[config.mk]
export PLATFORM = sky130hd
export DESIGN_NAME = keypad_scanner
export DESIGN_NICKNAME = d
export VERILOG_FILES = /design/src/rtl/keypad_scanner.sv
export SDC_FILE = /design/constraint.sdc
export NUM_CORES = 1
export LEC_CHECK = 0
export BUFFER_PORTS_ARGS = -buffer_cell sky130_fd_sc_hd__buf_2
export CORE_MARGIN = 4
export CORE_UTILIZATION = 58
export CTS_CLUSTER_DIAMETER = 60
export DETAILED_ROUTE_END_ITERATION = 8
export GPL_TIMING_DRIVEN = 0
export PLACE_DENSITY = 0.76
export SKIP_LAST_GASP = 1
export SLEW_MARGIN = 20
export SYNTH_ARGS = -nofsm -noshare
export SYNTH_HDL_FRONTEND = slang
export SYNTH_SLANG_ARGS = --single-unit
[constraint.sdc]
create_clock -name clock_100MHz -period 4.6 [get_ports clock_100MHz]
set_input_delay 0.46 -clock clock_100MHz [delete_from_list [all_inputs] [get_ports clock_100MHz]]
set_output_delay 0.46 -clock clock_100MHz [all_outputs]
set_load 0.005 [all_outputs]
[src/rtl/keypad_scanner.sv]
// keypad_scanner: 4x4 active-low matrix keypad scanner with debounce.
// Walks a single low column across the keypad once per dwell period and
// samples the synchronized rows on the last dwell cycle. Four column samples
// form one frame, classified as NONE / KEY(code) / MULTI. A frame-rate FSM
// debounces presses and releases and emits one key_valid strobe per press.
//
// Ports:
//   clock_100MHz  in   system clock, rising edge
//   reset_n       in   asynchronous active-low reset
//   row[3:0]      in   keypad rows, active-low, asynchronous
//   col[3:0]      out  column drive, active-low, one-hot low
//   key_code[3:0] out  last accepted key, row_index*4 + col_index
//   key_valid     out  one-cycle strobe on each accepted press
//   key_down      out  high while a key is held (PRESSED or RELEASE)
//
// Optional feature macro: KEYPAD_AUTOREPEAT_EN. When it is defined, key_valid
// re-pulses every REPEAT_FRAMES frames while a key stays held.
module keypad_scanner #(
  parameter int unsigned SCAN_DIV        = 100000,
  parameter int unsigned DEBOUNCE_FRAMES = 4,
  parameter int unsigned REPEAT_FRAMES   = 250
) (
  input  logic       clock_100MHz,
  input  logic       reset_n,
  input  logic [3:0] row,
  output logic [3:0] col,
  output logic [3:0] key_code,
  output logic       key_valid,
  output logic       key_down
);

  localparam int unsigned DW = (SCAN_DIV > 1) ? $clog2(SCAN_DIV) : 1;
  localparam int unsigned RW = $clog2(REPEAT_FRAMES + 1);

  localparam logic [1:0] S_IDLE     = 2'd0;
  localparam logic [1:0] S_DEBOUNCE = 2'd1;
  localparam logic [1:0] S_PRESSED  = 2'd2;
  localparam logic [1:0] S_RELEASE  = 2'd3;

  // Elaboration-time parameter range checks
  if (SCAN_DIV < 4) begin : g_bad_scan_div
    $error("keypad_scanner: SCAN_DIV must be >= 4");
  end
  if (DEBOUNCE_FRAMES < 1 || DEBOUNCE_FRAMES > 15) begin : g_bad_debounce
    $error("keypad_scanner: DEBOUNCE_FRAMES must be 1..15");
  end
  if (REPEAT_FRAMES < 1) begin : g_bad_repeat
    $error("keypad_scanner: REPEAT_FRAMES must be >= 1");
  end

  logic [3:0]    r_row_s1, r_row_s2;
  logic [DW-1:0] r_dwell;
  logic [1:0]    r_col_idx;
  logic [3:0]    r_col;
  logic [1:0]    r_hits;       // points seen so far this frame, saturates at 2
  logic [3:0]    r_hit_code;   // code of the first point seen this frame

  logic          w_sample, w_frame_end;
  logic [2:0]    w_col_cnt;
  logic [1:0]    w_col_row;
  logic [2:0]    w_hits_sum;
  logic [1:0]    w_hits_tot;   // 0 = NONE, 1 = KEY, 2 = MULTI
  logic [3:0]    w_code_tot;

  assign w_sample    = (r_dwell == DW'(SCAN_DIV - 1));
  assign w_frame_end = w_sample && (r_col_idx == 2'd3);

  // Classify the current column sample and merge it into the frame result
  always_comb begin
    w_col_cnt = 3'd0;
    w_col_row = 2'd0;
    for (int r = 0; r < 4; r++) begin
      if (!r_row_s2[r]) begin
        w_col_cnt = w_col_cnt + 3'd1;
        w_col_row = 2'(r);
      end
    end
    w_hits_sum = 3'(r_hits) + w_col_cnt;
    w_hits_tot = (w_hits_sum >= 3'd2) ? 2'd2 : w_hits_sum[1:0];
    w_code_tot = (r_hits == 2'd0) ? {w_col_row, r_col_idx} : r_hit_code;
  end

  // Row synchronizer, dwell/column scan and per-frame accumulation
  always_ff @(posedge clock_100MHz or negedge reset_n) begin
    if (!reset_n) begin
      r_row_s1   <= 4'b1111;
      r_row_s2   <= 4'b1111;
      r_dwell    <= '0;
      r_col_idx  <= 2'd0;
      r_col      <= 4'b1110;
      r_hits     <= 2'd0;
      r_hit_code <= 4'd0;
    end else begin
      r_row_s1 <= row;
      r_row_s2 <= r_row_s1;
      if (w_sample) begin
        r_dwell   <= '0;
        r_col_idx <= r_col_idx + 2'd1;
        r_col     <= ~(4'b0001 << (r_col_idx + 2'd1));
        if (w_frame_end) begin
          r_hits     <= 2'd0;
          r_hit_code <= 4'd0;
        end else begin
          r_hits     <= w_hits_tot;
          r_hit_code <= w_code_tot;
        end
      end else begin
        r_dwell <= r_dwell + DW'(1);
      end
    end
  end

  logic [1:0] r_state, w_state_nx;
  logic [3:0] r_cand, w_cand_nx;
  logic [3:0] r_match, w_match_nx;
  logic [3:0] r_key_code, w_code_nx;
  logic       r_key_valid, w_valid_nx;
  logic       r_key_down;
  logic [3:0] w_match_inc;
  logic       w_is_key, w_is_held;

  assign w_match_inc = r_match + 4'd1;
  assign w_is_key    = (w_hits_tot == 2'd1);
  assign w_is_held   = w_is_key && (w_code_tot == r_key_code);

`ifdef KEYPAD_AUTOREPEAT_EN
  logic [RW-1:0] r_rep, w_rep_nx;
  logic [RW-1:0] w_rep_inc;
  assign w_rep_inc = r_rep + RW'(1);
`endif

  // Debounce FSM next-state and output logic, stepped at frame end only
  always_comb begin
    w_state_nx = r_state;
    w_cand_nx  = r_cand;
    w_match_nx = r_match;
    w_code_nx  = r_key_code;
    w_valid_nx = 1'b0;
`ifdef KEYPAD_AUTOREPEAT_EN
    w_rep_nx   = r_rep;
`endif
    if (w_frame_end) begin
      case (r_state)
        S_IDLE: begin
          if (w_is_key) begin
            if (DEBOUNCE_FRAMES == 1) begin
              w_state_nx = S_PRESSED;
              w_code_nx  = w_code_tot;
              w_valid_nx = 1'b1;
`ifdef KEYPAD_AUTOREPEAT_EN
              w_rep_nx   = '0;
`endif
            end else begin
              w_state_nx = S_DEBOUNCE;
              w_cand_nx  = w_code_tot;
              w_match_nx = 4'd1;
            end
          end
        end
        S_DEBOUNCE: begin
          if (w_is_key && (w_code_tot == r_cand)) begin
            w_match_nx = w_match_inc;
            if (w_match_inc == 4'(DEBOUNCE_FRAMES)) begin
              w_state_nx = S_PRESSED;
              w_code_nx  = r_cand;
              w_valid_nx = 1'b1;
`ifdef KEYPAD_AUTOREPEAT_EN
              w_rep_nx   = '0;
`endif
            end
          end else if (w_is_key) begin
            w_cand_nx  = w_code_tot;
            w_match_nx = 4'd1;
          end else begin
            w_state_nx = S_IDLE;
          end
        end
        S_PRESSED: begin
          if (w_is_held) begin
`ifdef KEYPAD_AUTOREPEAT_EN
            if (w_rep_inc == RW'(REPEAT_FRAMES)) begin
              w_valid_nx = 1'b1;
              w_rep_nx   = '0;
            end else begin
              w_rep_nx   = w_rep_inc;
            end
`endif
          end else begin
            w_state_nx = S_RELEASE;
            w_match_nx = 4'd1;
`ifdef KEYPAD_AUTOREPEAT_EN
            w_rep_nx   = '0;
`endif
          end
        end
        default: begin // S_RELEASE
          if (w_hits_tot == 2'd0) begin
            w_match_nx = w_match_inc;
            if (w_match_inc >= 4'(DEBOUNCE_FRAMES)) w_state_nx = S_IDLE;
          end else if (w_is_held) begin
            // Bounce on release: resume the held key without a new strobe
            w_state_nx = S_PRESSED;
`ifdef KEYPAD_AUTOREPEAT_EN
            w_rep_nx   = '0;
`endif
          end else begin
            w_match_nx = 4'd1;
          end
        end
      endcase
    end
  end

  // FSM and output registers
  always_ff @(posedge clock_100MHz or negedge reset_n) begin
    if (!reset_n) begin
      r_state     <= S_IDLE;
      r_cand      <= 4'd0;
      r_match     <= 4'd0;
      r_key_code  <= 4'd0;
      r_key_valid <= 1'b0;
      r_key_down  <= 1'b0;
`ifdef KEYPAD_AUTOREPEAT_EN
      r_rep       <= '0;
`endif
    end else begin
      r_state     <= w_state_nx;
      r_cand      <= w_cand_nx;
      r_match     <= w_match_nx;
      r_key_code  <= w_code_nx;
      r_key_valid <= w_valid_nx;
      r_key_down  <= (w_state_nx == S_PRESSED) || (w_state_nx == S_RELEASE);
`ifdef KEYPAD_AUTOREPEAT_EN
      r_rep       <= w_rep_nx;
`endif
    end
  end

  assign col       = r_col;
  assign key_code  = r_key_code;
  assign key_valid = r_key_valid;
  assign key_down  = r_key_down;

endmodule

==> run metrics <==
status completed; Top delay family on crit path adder cells; grt total ovfl 0; register area share after synthesis 0.464; cells after synthesis 282; Post-Syn Nets 299; # port buffers 15; FF-to-FF path depth 11; HP Class primary input to async pin; drt wl/cell 15.1 um; critical-path cell list inv_1 -> ha_1 -> xnor2_1 -> ha_1 -> mux2_2 -> fa_1 -> xnor3_1 -> nand3_1 -> or4_1 -> o21ai_0 -> a22o_1; most frequent cells in the layout 42 x dfrtp_1, 29 x nand2_1, 19 x nor2_1; final WL 5630 um; first-pass GRT wire length 9750 um; Hold Slack 0.159 ns; cell area after synthesis 2890 um^2; EDFF count, synth 0; HPWL after DPL 4000 um; fraction of layout cells with a size suffix above 1 0.190; largest net degree at the start of global routing 54; H-tree depth 2; startpoint types flop; WP buf/inv 1; post-synth cell types 59; max_cap viols 0; Starting Density 0.603; die footprint 6170 um^2; Worst setup EP type flop; crit-path max FO 7; cts hold-fix bufs 0; drt drc 0; all-layer global routing usage 0.199; CP Data Arrival Time 4.29 ns; CP Depth 11; final core occ 0.661; Worst path most repeated cell ha_1; Ant. Diodes 0; IO Pins 16; Pins Over Slew Limit 0; CTS tree built; Final GP Congestion 0.872; Cell Pwr Density 270 nW/um^2; Leak Pwr 0.00150 uW; critical path's slowest cell or4_1; CTS Sinks 53; DRT iter0 DRCs 357; relative slew slack 0.574; core area 4790 um^2; Worst-path clk slew 0.10 ns; layout net count 321; CTS root buf clkbuf_8; Hold Violations, Final 0; Slew @ Worst Pin 0.640 ns; Fmax 248 MHz; Row Count 25; CP max stage delay 0.68 ns; Yosys warnings 0; RSZ-0062 raised after global routing no; cts bufs inserted 5; PostCTS Resize Cnt 0; Die Y 78.5 um; initial antenna violation count 0; peak supply drop 0.207 mV; CTS max path bufs 2; Async SR Flop Fraction 1.00; total number of vias 2207; Vias/cell 5.93; post-layout min period 4.04 ns; ys flop type dfrtp_1; latest clock arrival within the worst-skew pair 0.31 ns; Post-DRT Antenna Nets 0; Critical Path RT 4.85 ns; post-CTS setup buffer count 0; clock skew 0.00899 ns; TNS Setup 0 ns; area delta synth->final 9.62%; non-filler cells, final 372; die width 78.5 um; crit path kind flop to flop; Final period util 0.878; #FFs+latches synth 53; syn_area_per_cell 10.2 um^2; drt pass-1 iters 5; vias in the first global route 2067; commonest non-fill, non-tap cell in the layout dfrtp_1; # setup viols final 0; Cells after DPL 364
-- path summary, 6_finish.rpt --
path	to	start	slack, ns
min reg2reg	r_row_s2[2]	r_row_s1[2]	0.36
min	key_code[0]	reset_n	0.16
max reg2reg	r_match[1]	r_row_s2[0]	0.56
max	r_match[1]	r_row_s2[0]	0.56
min in group clock_100MHz	r_row_s1[3]	row[3]	0.24
max in group asynchronous	r_dwell[16]	reset_n	4.01
-- report_power, final --
group          switching, uW  internal, uW
sequential              2.39           472
clock                    160           166
combinational           37.5          17.3
total                    200           656
-- flip-flops by register name, indices dropped and copies added, names as in the netlist --
| name | cells |
|---|---|
| r_dwell | 17 |
| r_state | 2 |
| key_down | 1 |
| key_code | 4 |
| r_cand | 4 |
| r_row_s2 | 4 |
| r_hits | 2 |
| col | 4 |
| key_valid | 1 |
| r_match | 4 |
| r_row_s1 | 4 |
| r_col_idx | 2 |
| r_hit_code | 4 |
-- cells in the mapped netlist, types with 2 or more instances --
master,number,share of area
dfstp_2,11,0.10
clkbuf_1,8,0.010
mux2_2,7,0.027
o2111ai_1,2,0.0061
nor2_1,19,0.025
nor3_1,6,0.010
a21o_1,4,0.010
nand3_1,13,0.023
or4b_2,2,0.0069
o21a_1,3,0.0078
ha_1,10,0.043
nand2b_1,3,0.0065
nand2_1,29,0.038
or4bb_1,2,0.0078
o21ai_0,13,0.023
nand4_1,8,0.017
dfrtp_1,42,0.36
xnor2_1,11,0.033
nor4_1,4,0.0087
or4_1,3,0.0078
a21oi_1,9,0.016
mux2_1,2,0.0078
and2_1,5,0.011
inv_1,10,0.013
a21boi_0,3,0.0078
and3_1,4,0.0087
a22oi_1,2,0.0052
or2_2,2,0.0043
o22ai_1,3,0.0065
xor2_1,12,0.036
a211o_1,2,0.0061
-- layer usage --
layer | wire length [um] | track usage | part of all wire
met5 | 0 | 0 | 0
met4 | 104 | 0.0577 | 0.018
met3 | 297 | 0.0390 | 0.053
met2 | 2740 | 0.335 | 0.49
met1 | 2490 | 0.260 | 0.44
-- kinds of logic (layout without fill, tap and decap cells) --
family          Yosys count  after routing  synth area share
compound gates           53             53             0.128
xor+xnor                 24             24            0.0776
fa+ha+maj                11             11            0.0503
buf+inv                  20             43            0.0299
flops                    53             53             0.464
mux                       9              9            0.0351
simple gates            112            112             0.215
-- per-stage QoR --
stage	instance area (um^2)	total power, uW	worst slack [ns]
finish	3160	856	0.561
global route	3160	893	0.302
CTS	3160	864	0.553
detailed placement	3050	538	0.587
global placement	3050	537	0.617
floorplan	2890	517	0.998
-- final cells by class --
cell class,count,area [um^2]
multi-input combinational,209,1460
inverter,10,37.5
clock inverter,3,47.5
tap,67,83.8
sequential,53,1340
clock buffer,5,68.8
timing repair buffer,15,77.6
buffer,10,48.8
fill,407,1620
-- worst register-to-register path: stages, from the launching register on --
cell     delay, ns
dfstp_2       0.55
inv_1         0.04
ha_1          0.31
xnor2_1       0.24
ha_1          0.27
mux2_2        0.28
fa_1          0.41
xnor3_1       0.49
nand3_1       0.27
or4_1         0.68
o21ai_0       0.28
a22o_1        0.17
No activity file was read; power rests on OpenSTA's default activity.
